## src/rtl/mem_port_arbiter.sv

```systemverilog
// rtl/mem_port_arbiter.sv - two-port (fetch/data) arbiter onto a single shared memory with timeout
//
// Ports:
//   clk, rst                 clock, asynchronous active-low reset
//   if_req, if_addr          instruction fetch request (held until if_valid) and PC
//   dm_rd, dm_wr             data read/write requests (held until dm_valid)
//   dm_addr, dm_wdata        data address and store data
//   mem_ready, mem_rdata     single-cycle completion strobe and read data from memory
//   mem_addr, mem_wdata      registered command to memory
//   mem_rd, mem_wr           registered memory strobes
//   if_instr, if_valid       fetched word and 1-cycle valid pulse
//   dm_rdata, dm_valid       load data and 1-cycle done pulse (also for stores)
//   stall                    combinational pipeline freeze
//   arb_state                FSM state encoding
//   bus_err                  sticky timeout flag

module mem_port_arbiter #(
    parameter int TIMEOUT    = 16,
    parameter int MAX_DM_RUN = 4
) (
    input  logic        clk,
    input  logic        rst,
    input  logic        if_req,
    input  logic [31:0] if_addr,
    input  logic        dm_rd,
    input  logic        dm_wr,
    input  logic [31:0] dm_addr,
    input  logic [31:0] dm_wdata,
    input  logic        mem_ready,
    input  logic [31:0] mem_rdata,
    output logic [31:0] mem_addr,
    output logic [31:0] mem_wdata,
    output logic        mem_rd,
    output logic        mem_wr,
    output logic [31:0] if_instr,
    output logic        if_valid,
    output logic [31:0] dm_rdata,
    output logic        dm_valid,
    output logic        stall,
    output logic [2:0]  arb_state,
    output logic        bus_err
);

    typedef enum logic [2:0] {
        IDLE    = 3'b000,
        IF_ACC  = 3'b001,
        DM_ACC  = 3'b010,
        IF_DONE = 3'b011,
        DM_DONE = 3'b100,
        ERR     = 3'b101
    } state_t;

    localparam int               RUN_W     = $clog2(MAX_DM_RUN + 1);
    localparam logic [RUN_W-1:0] RUN_MAX   = RUN_W'(MAX_DM_RUN);
    localparam logic [4:0]       WAIT_LAST = 5'(TIMEOUT - 1);

    state_t           state;
    logic [RUN_W-1:0] run_cnt;
    logic [4:0]       wait_cnt;

    logic dm_req;
    logic run_full;
    logic grant_dm;
    logic grant_if;

    // Data normally wins; once MAX_DM_RUN data grants have starved a
    // waiting fetch, the fetch gets exactly one turn.
    always_comb begin
        dm_req   = dm_rd | dm_wr;
        run_full = if_req && (run_cnt >= RUN_MAX);
        grant_dm = dm_req && !run_full;
        grant_if = if_req && !grant_dm;
    end

    assign arb_state = state;

    // Gated by rst so every output reads 0 while the block is held in reset.
    assign stall = rst & ((if_req & ~if_valid) | ((dm_rd | dm_wr) & ~dm_valid));

    always_ff @(posedge clk or negedge rst) begin
        if (!rst) begin
            state     <= IDLE;
            run_cnt   <= '0;
            wait_cnt  <= '0;
            mem_addr  <= '0;
            mem_wdata <= '0;
            mem_rd    <= 1'b0;
            mem_wr    <= 1'b0;
            if_instr  <= '0;
            if_valid  <= 1'b0;
            dm_rdata  <= '0;
            dm_valid  <= 1'b0;
            bus_err   <= 1'b0;
        end else begin
            case (state)
                IDLE: begin
                    if (grant_dm) begin
                        state     <= DM_ACC;
                        mem_addr  <= dm_addr;
                        mem_wdata <= dm_wdata;
                        mem_wr    <= dm_wr;
                        mem_rd    <= dm_rd & ~dm_wr;   // write wins if both asked
                        wait_cnt  <= '0;
                        // grant_dm with if_req high implies run_cnt < RUN_MAX,
                        // so the increment saturates at RUN_MAX by construction.
                        if (if_req) begin
                            run_cnt <= run_cnt + 1'b1;
                        end else begin
                            run_cnt <= '0;
                        end
                    end else if (grant_if) begin
                        state    <= IF_ACC;
                        mem_addr <= if_addr;
                        mem_rd   <= 1'b1;
                        mem_wr   <= 1'b0;
                        wait_cnt <= '0;
                        run_cnt  <= '0;
                    end else begin
                        // No grant means no request at all, so if_req is low.
                        run_cnt <= '0;
                    end
                end

                IF_ACC, DM_ACC: begin
                    if (mem_ready) begin
                        mem_rd <= 1'b0;
                        mem_wr <= 1'b0;
                        if (state == IF_ACC) begin
                            if_instr <= mem_rdata;
                            if_valid <= 1'b1;
                            state    <= IF_DONE;
                        end else begin
                            dm_rdata <= mem_rdata;
                            dm_valid <= 1'b1;
                            state    <= DM_DONE;
                        end
                    end else if (wait_cnt == WAIT_LAST) begin
                        // This is the TIMEOUT-th cycle without ready: give up
                        // and report the pending requester with zero data.
                        wait_cnt <= wait_cnt + 5'd1;
                        mem_rd   <= 1'b0;
                        mem_wr   <= 1'b0;
                        bus_err  <= 1'b1;
                        state    <= ERR;
                        if (state == IF_ACC) begin
                            if_instr <= '0;
                            if_valid <= 1'b1;
                        end else begin
                            dm_rdata <= '0;
                            dm_valid <= 1'b1;
                        end
                    end else begin
                        wait_cnt <= wait_cnt + 5'd1;
                    end
                end

                IF_DONE, DM_DONE, ERR: begin
                    if_valid <= 1'b0;
                    dm_valid <= 1'b0;
                    state    <= IDLE;
                end

                default: begin
                    state <= IDLE;
                end
            endcase
        end
    end

endmodule

```

## config.mk

```make
export PLATFORM = sky130hd
export DESIGN_NAME = mem_port_arbiter
export DESIGN_NICKNAME = d
export VERILOG_FILES = /design/src/rtl/mem_port_arbiter.sv
export SDC_FILE = /design/constraint.sdc
export NUM_CORES = 1
export LEC_CHECK = 0
export ABC_CLOCK_PERIOD_IN_PS = 4300
export BUFFER_PORTS_ARGS = -buffer_cell sky130_fd_sc_hd__buf_4
export CAP_MARGIN = 10
export CORE_ASPECT_RATIO = 1.1
export CORE_MARGIN = 5
export CORE_UTILIZATION = 49
export CTS_CLUSTER_DIAMETER = 80
export DETAILED_ROUTE_END_ITERATION = 7
export GPL_TIMING_DRIVEN = 0
export PLACE_DENSITY = 0.83
export SETUP_SLACK_MARGIN = 0.05
export SYNTH_ARGS = -nofsm -noshare
export SYNTH_HDL_FRONTEND = slang
export SYNTH_SLANG_ARGS = --single-unit
```

## constraint.sdc

```tcl
create_clock -name clk -period 4.3 [get_ports clk]
set_clock_uncertainty 0.05 [all_clocks]
set_input_delay 0.215 -clock clk [delete_from_list [all_inputs] [get_ports clk]]
set_output_delay 0.215 -clock clk [all_outputs]
set_load 0.005 [all_outputs]
```

==> results of run 1 <==
[how the worst min path moves through the flow]
| stage | endpoint | slack [ns] | startpoint | cells past startpoint |
|---|---|---|---|---|
| after floorplan | arb_state[0] | -0.13 | rst | 0 |
| after global placement | dm_rdata[1] | 0.39 | mem_rdata[1] | 2 |
| after detailed placement | dm_rdata[15] | 0.19 | rst | 1 |
| after CTS | mem_addr[9] | 0.03 | dm_addr[9] | 3 |
| after global routing | mem_addr[9] | 0.04 | dm_addr[9] | 3 |
| final | mem_addr[5] | 0.04 | dm_addr[5] | 3 |
[power by group through the flow]
stage	clock [mW]	sequential, mW	combinational, mW
after global placement	0	2.35	2.74
after floorplan	0	2.38	1.35
after detailed placement	0	2.38	2.84
after CTS	1.49	2.38	2.91
final	1.48	2.41	2.92
after global routing	1.56	2.47	3.14
[cell usage in the layout (no fill, tap or decap), types with 3 or more instances in the layout]
cell type	Yosys	final
buf_4	0	268
dfrtp_1	144	144
a21oi_1	70	70
a22o_1	66	66
dlygate4sd3_1	0	65
mux2i_1	32	32
mux2_4	29	29
clkbuf_1	22	22
clkbuf_16	0	17
buf_2	11	11
nand2_1	8	8
inv_1	7	7
nor2_1	5	5
o21ai_0	5	5
buf_6	3	4
mux2_2	4	4
inv_6	0	4
or3_1	3	3
o31ai_1	3	3
nand2b_1	3	3
nor4_1	3	3
ha_1	3	3
clkinvlp_4	0	3
[per-stage QoR]
stage	hold WS, ns	setup slack [ns]	cell area (um^2)
final	0.04222	1.766	9522
after global routing	0.04363	1.582	9522
after CTS	0.03032	1.768	9522
after detailed placement	0.1872	1.795	8275
after global placement	0.3925	1.831	8244
after floorplan	-0.1306	2.236	6032
[area by class of cell]
type	instances	area, um^2
sequential	144	3603
timing repair buffer	335	2701
fill	686	2512
multi-input combinational	267	2176
clock buffer	18	439.2
buffer	39	226.5
tap	154	192.7
clock inverter	14	156.4
inverter	7	26.28
[cells by family after synthesis]
family | share of synthesized area (%)
adder cells (fa/ha/maj) | 0.6223
AO/OA/AOI/OAI | 17.78
flip-flops | 59.74
XOR/XNOR | 0.4357
multiplexers | 13.28
buffers and inverters | 4.190
AND/OR/NAND/NOR | 3.962
[routing by layer]
metal / vias up / wire length, um
met2: 299 / 10440
met5: - / 0
met1: 2641 / 6966
li1: 2407 / -
met4: 0 / 952
met3: 67 / 1488
[critical path: stages, from the launching register on]
cell and delay (ns):
dfrtp_1 0.40, ha_1 0.22, and3_1 0.19, ha_1 0.25
nor2_1 0.27, or3_1 0.17, clkbuf_1 0.24, clkbuf_1 0.46
a21oi_1 0.16
[flip-flops by register name, summed over array words and instances, names as in the netlist]
register and flops:
arb_state 3, bus_err 1, dm_rdata 32, dm_valid 1, if_instr 32, if_valid 1, mem_addr 32, mem_rd 1
mem_wdata 32, mem_wr 1, run_cnt 3, wait_cnt 5
[timing repair]
action / 4_1_cts / 5_1_grt
setup endpoints to repair: 0 / 0
hold buffers: 65 / 0
endpoints found under the hold margin: 156 / 0
==> impl_metrics.py, run 1 <==
metrics = {
    "power": {
        "p_leak_nw": 4.713,
        "p_int_mw": 4.558,
        "irDropWorstVdd_mv": 0.4694,
        "switching_share_pct": 33.12,
        "switchingPower_mw": 2.257,
        "powerDensity_mw_per_mm2": 715.8,
        "power_frac_clock_pct": 21.8,
        "total_power_mw": 6.816,
        "pwr-share-seq_pct": 35.4,
        "comb_power_share_pct": 42.8,
    },
    "detailed_routing": {
        "drc": 0,
        "post_drt_wl_per_cell_um": 20.29,
        "via_per_inst": 5.536,
        "drt_iter0_markers": 393,
        "final_antenna_net_count": 0,
        "drt-total-wl_um": 19840,
        "first_pass_iters": 5,
        "route.vias.total": 5414,
    },
    "worst_setup_path": {
        "reg2reg_from": "wait_cnt[0]",
        "crit_path_start": "wait_cnt[0]",
        "cp-end-kind": "flop",
        "cp_max_fo": 10,
        "r2r_slack_ns": 1.77,
        "crit_required_ns": 4.53,
        "timing.rr.end": "if_valid",
        "worstSetupPathType": "flop to flop",
        "endpoint": "if_valid",
        "critPathLaunchType": "flop",
        "worstRegToRegCells": 8,
        "cp.arrival_ns": 2.76,
    },
    "place": {
        "place_congestion": 0.8558,
        "io_buffer_count": 269,
        "placed_cells": 881,
        "dp_hpwl_um": 13400,
    },
    "clock_network": {
        "clkLatencyLatePin_ns": 0.42,
        "clock_path_buffers": 2,
        "cts.sinks": 144,
        "htree_levels": 4,
        "clkTransAtPathRegs_ns": 0.06,
        "cts_tree": "built",
        "postCtsSetupRepairBufs": 0,
        "root_buffer": "clkbuf_16",
        "numCtsBuffers": 17,
        "cts_resized": 0,
    },
    "yosys": {
        "synth.area.top_cells": "dfrtp_1 (60%), a22o_1 (9.6%), mux2_4 (7.2%)",
        "ys_seq_area_share_pct": 59.74,
        "yosysMostFrequentCell": "dfrtp_1",
        "synth_cell_type_count": 46,
        "synth_ff_type": "dfrtp_1",
        "synth_edf_count": 0,
        "synth_nets": 594,
        "syn-cell-area_mm2": 0.006032,
        "yosys_warnings": 0,
        "synth_seq_cells": 144,
        "synthTopCellsByCount": "dfrtp_1 (144), a21oi_1 (70), a22o_1 (66), mux2i_1 (32), mux2_4 (29)",
        "yosys.area.top_type_share_pct": 59.74,
        "avgSynthCellArea_um2": 13.20,
        "synth_largest_area_cell": "dfrtp_1",
        "ys_async_sr_fraction_pct": 100.0,
        "syn_inst": 457,
    },
    "sta": {
        "tightest_slew_ns": 0.8283,
        "period_minus_slack_ns": 2.534,
        "hold_violations": 0,
        "final-setup-viol-count": 0,
        "setup_tns_ns": 0,
        "rsz0062_at_grt": "false",
        "fin_crit_sh_pct": 58.92,
        "fmax_mhz": 394.7,
        "slew_violations": 0,
        "slew_headroom_pct": 44.36,
    },
    "floorplan": {
        "fp-row-count": 42,
        "top_level_ports": 271,
        "dieArea_mm2": 0.01463,
        "die_y_um": 126.4,
        "die_width_um": 115.8,
        "coreArea_mm2": 0.01203,
        "initial_core_util_pct": 50.12,
    },
    "global_routing": {
        "grt.total_usage_pct": 27.30,
        "gr-total-overflow": 0,
        "grt_busiest_layer": "met2",
        "grt_max_degree": 81,
        "grt_util_met1_pct": 31.06,
        "grt_pass1_vias": 5795,
        "grt_antenna_before_repair": 0,
        "grtUsageMet3_pct": 6.813,
        "use_met2_pct": 47.17,
        "grt_first_pass_wirelength_um": 30830,
    },
    "finish": {
        "syn2layout_area_growth_pct": 57.85,
        "final_util_pct": 79.12,
        "fin_cells": 978,
        "nNetsFinal": 948,
        "insertedDiodeCount": 0,
        "drive_above_1_share_pct": 43.08,
    },
    "hold_path": {
        "hp-class": "input pin to flop",
    },
    "status": {
        "outcome": "complete, no violations",
    },
    "flow_run": {
        "cap_violations": 0,
    },
}
(Power assumes the default switching activity.)
==> inputs of run 2 (changes only) <==
--- a/config.mk
+++ b/config.mk
@@ -5,16 +5,17 @@
 export SDC_FILE = /design/constraint.sdc
 export NUM_CORES = 1
 export LEC_CHECK = 0
-export ABC_CLOCK_PERIOD_IN_PS = 4300
+export ABC_AREA = 1
+export ABC_CLOCK_PERIOD_IN_PS = 2100
 export BUFFER_PORTS_ARGS = -buffer_cell sky130_fd_sc_hd__buf_4
 export CAP_MARGIN = 10
 export CORE_ASPECT_RATIO = 1.1
 export CORE_MARGIN = 5
-export CORE_UTILIZATION = 49
+export CORE_UTILIZATION = 43
 export CTS_CLUSTER_DIAMETER = 80
 export DETAILED_ROUTE_END_ITERATION = 7
 export GPL_TIMING_DRIVEN = 0
-export PLACE_DENSITY = 0.83
+export PLACE_DENSITY = 0.77
 export SETUP_SLACK_MARGIN = 0.05
 export SYNTH_ARGS = -nofsm -noshare
 export SYNTH_HDL_FRONTEND = slang
==> constraint.sdc (replaced) <==
create_clock -name clk -period 2.1 [get_ports clk]
set_clock_uncertainty 0.05 [all_clocks]
set_input_delay 0.105 -clock clk [delete_from_list [all_inputs] [get_ports clk]]
set_output_delay 0.105 -clock clk [all_outputs]
set_load 0.005 [all_outputs]
==> run 2 against run 1 <==
- die area rose by 15%
- synthesized area rose by 2.0%
- core utilization fell by 3.6 points
- sequential share of layout area fell by 3.5 points
- total power rose by 110%
- register-to-register slack got worse by 1.6 ns
- combinational power rose by 110%
- routed wire length rose by 21%
- global-route usage rose by 1.0 points
- critical path type unchanged
- largest cell class is now buffers
- largest power group unchanged
==> impl_metrics.py, run 2 <==
metrics = {
    "clock_network": {
        "cts_tree": "built",
        "root_buffer": "clkbuf_16",
        "numCtsBuffers": 17,
        "clkLatencyLatePin_ns": 0.42,
        "cts.sinks": 144,
        "htree_levels": 4,
        "clock_path_buffers": 2,
        "clkTransAtPathRegs_ns": 0.06,
    },
    "status": {
        "outcome": "complete, no violations",
    },
    "finish": {
        "fin_area_mm2": 0.01051,
        "drive_above_1_share_pct": 30.90,
        "fillerInstances": 879,
        "layout_common_cells": "buf_4 (288), nand2_1 (202), dfrtp_1 (141), dlygate4sd3_1 (129), o21ai_0 (80)",
        "nNetsFinal": 1276,
        "layout_commonest_cell": "buf_4",
        "syn2layout_area_growth_pct": 70.72,
    },
    "yosys": {
        "synth_edf_count": 0,
        "syn-cell-area_mm2": 0.006153,
        "avgSynthCellArea_um2": 8.716,
        "synthTopCellsByCount": "nand2_1 (202), dfrtp_1 (144), o21ai_0 (80), nor2_1 (75), inv_1 (45)",
        "syn_inst": 706,
        "yosysMostFrequentCell": "nand2_1",
        "yosys_warnings": 0,
        "synth_ff_type": "dfrtp_1",
        "synth_nets": 843,
        "synth_seq_cells": 144,
        "synth_cell_type_count": 28,
        "synth.area.top_cells": "dfrtp_1 (59%), nand2_1 (12%), o21ai_0 (6.5%)",
        "ys_async_sr_fraction_pct": 100.0,
        "synth_largest_area_cell": "dfrtp_1",
        "ys_seq_area_share_pct": 58.56,
        "yosys.area.top_type_share_pct": 58.56,
    },
    "detailed_routing": {
        "drc": 0,
        "drt-total-wl_um": 24100,
        "route.vias.total": 6838,
        "via_per_inst": 5.084,
        "final_antenna_net_count": 0,
        "drt_iter0_markers": 464,
        "first_pass_iters": 6,
        "post_drt_wl_per_cell_um": 17.92,
    },
    "worst_setup_path": {
        "crit_path_start": "arb_state[1]",
        "worstSetupPathType": "flop to flop",
        "cp.arrival_ns": 2.28,
        "r2r_slack_ns": 0.13,
        "cp-end-kind": "flop",
        "crit_required_ns": 2.41,
        "worstRegToRegCells": 9,
        "reg2reg_from": "arb_state[1]",
        "cp_max_fo": 10,
        "timing.rr.end": "mem_addr[28]",
        "critPathLaunchType": "flop",
        "endpoint": "mem_addr[28]",
    },
    "sta": {
        "rsz0062_at_grt": "true",
        "hold_violations": 0,
        "fin_crit_sh_pct": 93.72,
        "period_minus_slack_ns": 1.968,
        "slew_headroom_pct": 62.62,
        "final.setup.worst_slack_ns": 0.1319,
        "final-setup-viol-count": 0,
        "fmax_mhz": 508.1,
        "tightest_slew_ns": 0.5607,
        "slew_violations": 0,
    },
    "global_routing": {
        "grt_antenna_before_repair": 2,
        "grt_max_degree": 102,
        "grt_pass1_vias": 7089,
        "grt.total_usage_pct": 28.34,
        "grt_first_pass_wirelength_um": 36540,
        "gr-total-overflow": 0,
    },
    "floorplan": {
        "top_level_ports": 271,
        "coreArea_mm2": 0.01391,
        "fp-row-count": 45,
        "initial_core_util_pct": 44.25,
        "die_y_um": 135.5,
        "die_width_um": 124.1,
        "dieArea_mm2": 0.01681,
    },
    "hold_path": {
        "hp-class": "input pin to flop",
    },
    "power": {
        "pwr-share-seq_pct": 34.2,
        "powerDensity_mw_per_mm2": 1338,
        "irDropWorstVdd_mv": 0.7993,
        "switching_share_pct": 36.76,
        "power_frac_clock_pct": 21.6,
        "comb_power_share_pct": 44.2,
        "p_leak_nw": 5.462,
        "p_int_mw": 8.886,
        "switchingPower_mw": 5.164,
    },
    "place": {
        "place_area_mm2": 0.008447,
        "io_buffer_count": 270,
        "dp_hpwl_um": 14480,
        "post-place-ws_ns": -0.1949,
        "place_congestion": 0.8061,
    },
    "flow_run": {
        "cap_violations": 0,
    },
}
-- run 2: worst max-delay path, cell delays in order, from the launching register on --
cell and delay [ns]:
dfrtp_2 0.44, nor2_4 0.17, nand2_4 0.10, inv_8 0.09, nand2_2 0.06, buf_6 0.15, nor2_1 0.12, o21ai_0 0.10
dlygate4sd3_1 0.56, nand2_1 0.07
-- run 2: how the worst min path moves through the flow --
stage,start,cells past startpoint,endpoint,slack [ns]
after CTS,if_addr[0],5,mem_addr[0],0.006
after floorplan,rst,0,arb_state[0],-0.24
after detailed placement,rst,1,dm_rdata[8],0.01
final,dm_wr,6,mem_rd,0.05
after global routing,dm_wr,6,mem_rd,0.08
after global placement,dm_addr[17],3,mem_addr[17],0.27
-- run 2: metrics by stage --
stage          instances  power [mW]  setup TNS [ns]  hold WS, ns  utilization [%]
2_1_floorplan        706       7.271               0      -0.2406                -
3_3_place_gp        1164       10.19          -5.404       0.2688            60.51
3_5_place_dp        1165       10.34          -7.430      0.01244            60.74
4_1_cts             1327       13.66               0     0.006104            74.53
5_1_grt             1342       14.93       -0.002100      0.08048            75.48
6_report            1345       14.05               0      0.04939            75.54
-- run 2: cells by family after synthesis --
group	after synthesis	synth area share, %
AOI/OAI and AO/OA	139	12.73
adders and majority gates	3	0.6101
DFF	144	58.56
buffers and inverters	91	6.446
xor gates and xnor gates	2	0.2847
and+or+nand+nor	327	21.37
-- run 2: power by group through the flow --
stage          registers (mW)  clock network (mW)  logic [mW]
2_1_floorplan            4.83                   0        2.45
3_3_place_gp             4.75                   0        5.45
3_5_place_dp             4.77                   0        5.57
4_1_cts                  4.75                3.06        5.84
5_1_grt                  4.95                3.19        6.79
6_report                 4.81                3.03        6.21
-- run 2: layer usage --
| layer | GRT usage (%) | wire length, um | vias to the layer above |
|---|---|---|---|
| li1 | - | - | 3168 |
| met2 | 47.45 | 11900 | 335 |
| met5 | 0 | 0 | - |
| met3 | 7.937 | 1918 | 101 |
| met1 | 31.49 | 8830 | 3234 |
| met4 | 17.83 | 1450 | 0 |
-- run 2: cell type report --
type                       count  area, um^2  share of cell area (%)
antenna                        5       12.51                  0.1191
buffer                        41       225.2                   2.144
clock buffer                  20       456.7                   4.347
clock inverter                12       135.1                   1.286
inverter                      50       195.2                   1.858
multi-input combinational    471        2163                   20.59
sequential                   144        3607                   34.34
tap                          188       235.2                   2.239
timing repair buffer         414        3475                   33.08
-- run 2: timing repair --
| action | 4_1_cts | 5_1_grt |
|---|---|---|
| hold buffers | 130 | 0 |
| setup buffers | 0 | 13 |
| pin swaps | 0 | 3 |
| endpoints found under the setup margin | 64 | 65 |
| gates resized for setup | 2 | 22 |
| hold endpoints to repair | 179 | 0 |
==> inputs of run 3 (changes only) <==
--- a/config.mk
+++ b/config.mk
@@ -15,7 +15,7 @@
 export CTS_CLUSTER_DIAMETER = 80
 export DETAILED_ROUTE_END_ITERATION = 7
 export GPL_TIMING_DRIVEN = 0
-export PLACE_DENSITY = 0.77
+export PLACE_DENSITY = 0.8
 export SETUP_SLACK_MARGIN = 0.05
 export SYNTH_ARGS = -nofsm -noshare
 export SYNTH_HDL_FRONTEND = slang
==> run 3 against run 2 <==
- clock power increased by 2%
- routed wire length increased by 1.2%
- register-to-register slack got worse by 0.02 ns
- clock-buffer cell count increased by 1
- worst setup slack got worse by 0.024 ns
- die area unchanged
- sequential power about the same
==> impl_metrics.py, run 3 (same netlist as run 2, synthesis figures left out) <==
metrics = {
    "finish": {
        "syn2layout_area_growth_pct": 70.60,
        "nNetsFinal": 1274,
        "layout_commonest_cell": "buf_4",
        "drive_above_1_share_pct": 31.04,
        "fin_cells": 1339,
        "layout_common_cells": "buf_4 (283), nand2_1 (201), dfrtp_1 (141), dlygate4sd3_1 (128), o21ai_0 (76)",
        "final_util_pct": 75.48,
    },
    "clock_network": {
        "numCtsBuffers": 17,
        "cts_tree": "built",
        "clkTransAtPathRegs_ns": 0.06,
        "clkLatencyLatePin_ns": 0.42,
        "cts.sinks": 144,
        "clock_path_buffers": 2,
        "htree_levels": 4,
        "root_buffer": "clkbuf_16",
    },
    "power": {
        "switchingPower_mw": 5.219,
        "pwr-share-seq_pct": 34.2,
        "powerDensity_mw_per_mm2": 1344,
        "p_leak_nw": 5.473,
        "p_int_mw": 8.887,
        "irDropWorstVdd_mv": 0.8842,
        "switching_share_pct": 37.00,
        "power_frac_clock_pct": 22.0,
        "comb_power_share_pct": 43.8,
    },
    "detailed_routing": {
        "post_drt_wl_per_cell_um": 18.22,
        "final_antenna_net_count": 0,
        "first_pass_iters": 6,
        "via_per_inst": 5.226,
        "drc": 0,
        "drt_iter0_markers": 628,
        "route.vias.total": 6998,
        "drt-total-wl_um": 24400,
    },
    "worst_setup_path": {
        "critPathLaunchType": "flop",
        "cp_max_fo": 10,
        "crit_slowest_cell": "dlygate4sd3_1",
        "crit_required_ns": 2.40,
        "crit_chain": "nand2_1 > nand2_1 > clkbuf_1 > o21ai_0 > dlygate4sd3_1 > nand2_1",
        "crit_top_cell": "nand2_1",
        "worstSetupPathType": "flop to flop",
        "cp_slowest_stage_delay_ns": 0.58,
        "cp-end-kind": "flop",
        "cp.arrival_ns": 2.29,
    },
    "floorplan": {
        "initial_core_util_pct": 44.25,
        "coreArea_mm2": 0.01391,
        "top_level_ports": 271,
        "die_width_um": 124.1,
        "die_y_um": 135.5,
        "fp-row-count": 45,
        "dieArea_mm2": 0.01681,
    },
    "flow_run": {
        "cap_violations": 0,
    },
    "place": {
        "placed_cells": 1165,
        "io_buffer_count": 270,
        "dp_hpwl_um": 14610,
        "place_congestion": 0.8019,
        "post-place-ws_ns": -0.1970,
    },
    "sta": {
        "final.setup.worst_slack_ns": 0.1077,
        "fin_crit_sh_pct": 94.87,
        "slew_headroom_pct": 62.24,
        "rsz0062_at_grt": "true",
        "fmax_mhz": 501.9,
        "hold_violations": 0,
        "tightest_slew_ns": 0.5664,
        "period_minus_slack_ns": 1.992,
        "slew_violations": 0,
        "final-setup-viol-count": 0,
    },
    "global_routing": {
        "grt_util_met1_pct": 31.10,
        "grt_busiest_layer": "met2",
        "grt_antenna_before_repair": 1,
        "use_met2_pct": 46.33,
        "grt.total_usage_pct": 28.49,
        "grtUsageMet3_pct": 8.897,
        "grt_pass1_vias": 7162,
        "grt_first_pass_wirelength_um": 37070,
        "gr-total-overflow": 0,
        "grt_max_degree": 95,
    },
    "status": {
        "outcome": "complete, no violations",
    },
    "hold_path": {
        "hp-class": "input pin to flop",
    },
}
==> run 3: area by class of cell <==
type	instances	area, um^2
diodes	1	2.502
plain buffers	41	224.0
clock buffers	21	480.5
clock inverters	11	127.6
fillers	844	3410
inverters	50	195.2
multi-input cells	471	2171
flip-flops and latches	144	3607
well taps	188	235.2
repair buffers	412	3455
==> run 3: worst paths after layout <==
path	startpoint	slack (ns)	cells past startpoint	endpoint
max in group asynchronous	rst	1.34	3	arb_state[2]
hold reg to reg	wait_cnt[4]	0.42	2	wait_cnt[4]
setup / recovery	run_cnt[2]	0.11	6	mem_addr[28]
setup reg to reg	run_cnt[2]	0.11	6	mem_addr[28]
min in group asynchronous	rst	0.19	3	dm_rdata[7]
hold / removal	dm_wr	0.03	6	mem_rd
==> run 3: critical path: cells and delay by family, from the launching register on <==
kind	cells	cell delay, ns
buffers and inverters	2	0.99
and+or+nand+nor	3	0.37
DFF	1	0.36
AOI/OAI and AO/OA	1	0.15
==> run 3: repair_timing <==
item                                    CTS  global route
endpoints found under the setup margin   65            64
gates resized for setup                   2            24
endpoints found under the hold margin   186             0
pin swaps                                 0             5
buffers inserted                          0            12
hold buffers                            130             0
==> run 3: through the flow <==
stage,instance area (um^2),setup TNS (ns),hold WS [ns],power [mW]
floorplan,6153,0,-0.2406,7.271
global placement,8416,-5.880,0.2705,10.17
detailed placement,8447,-8.556,0.03962,10.36
CTS,10380,0,0.01499,13.71
global route,10500,0,0.04523,14.95
finish,10500,0,0.03095,14.11
==> run 3: power groups by stage <==
stage	clock network [mW]	registers (mW)	logic (mW)
floorplan	0	4.83	2.45
global placement	0	4.75	5.43
detailed placement	0	4.78	5.58
CTS	3.11	4.76	5.84
global route	3.22	4.95	6.77
finish	3.10	4.82	6.18
==> run 3: per-layer routing <==
layer | part of all wire [%] | vias to the layer above
li1 | - | 3148
met1 | 36 | 3345
met2 | 48 | 381
met3 | 9.4 | 124
met4 | 7.0 | 0
met5 | 0 | -
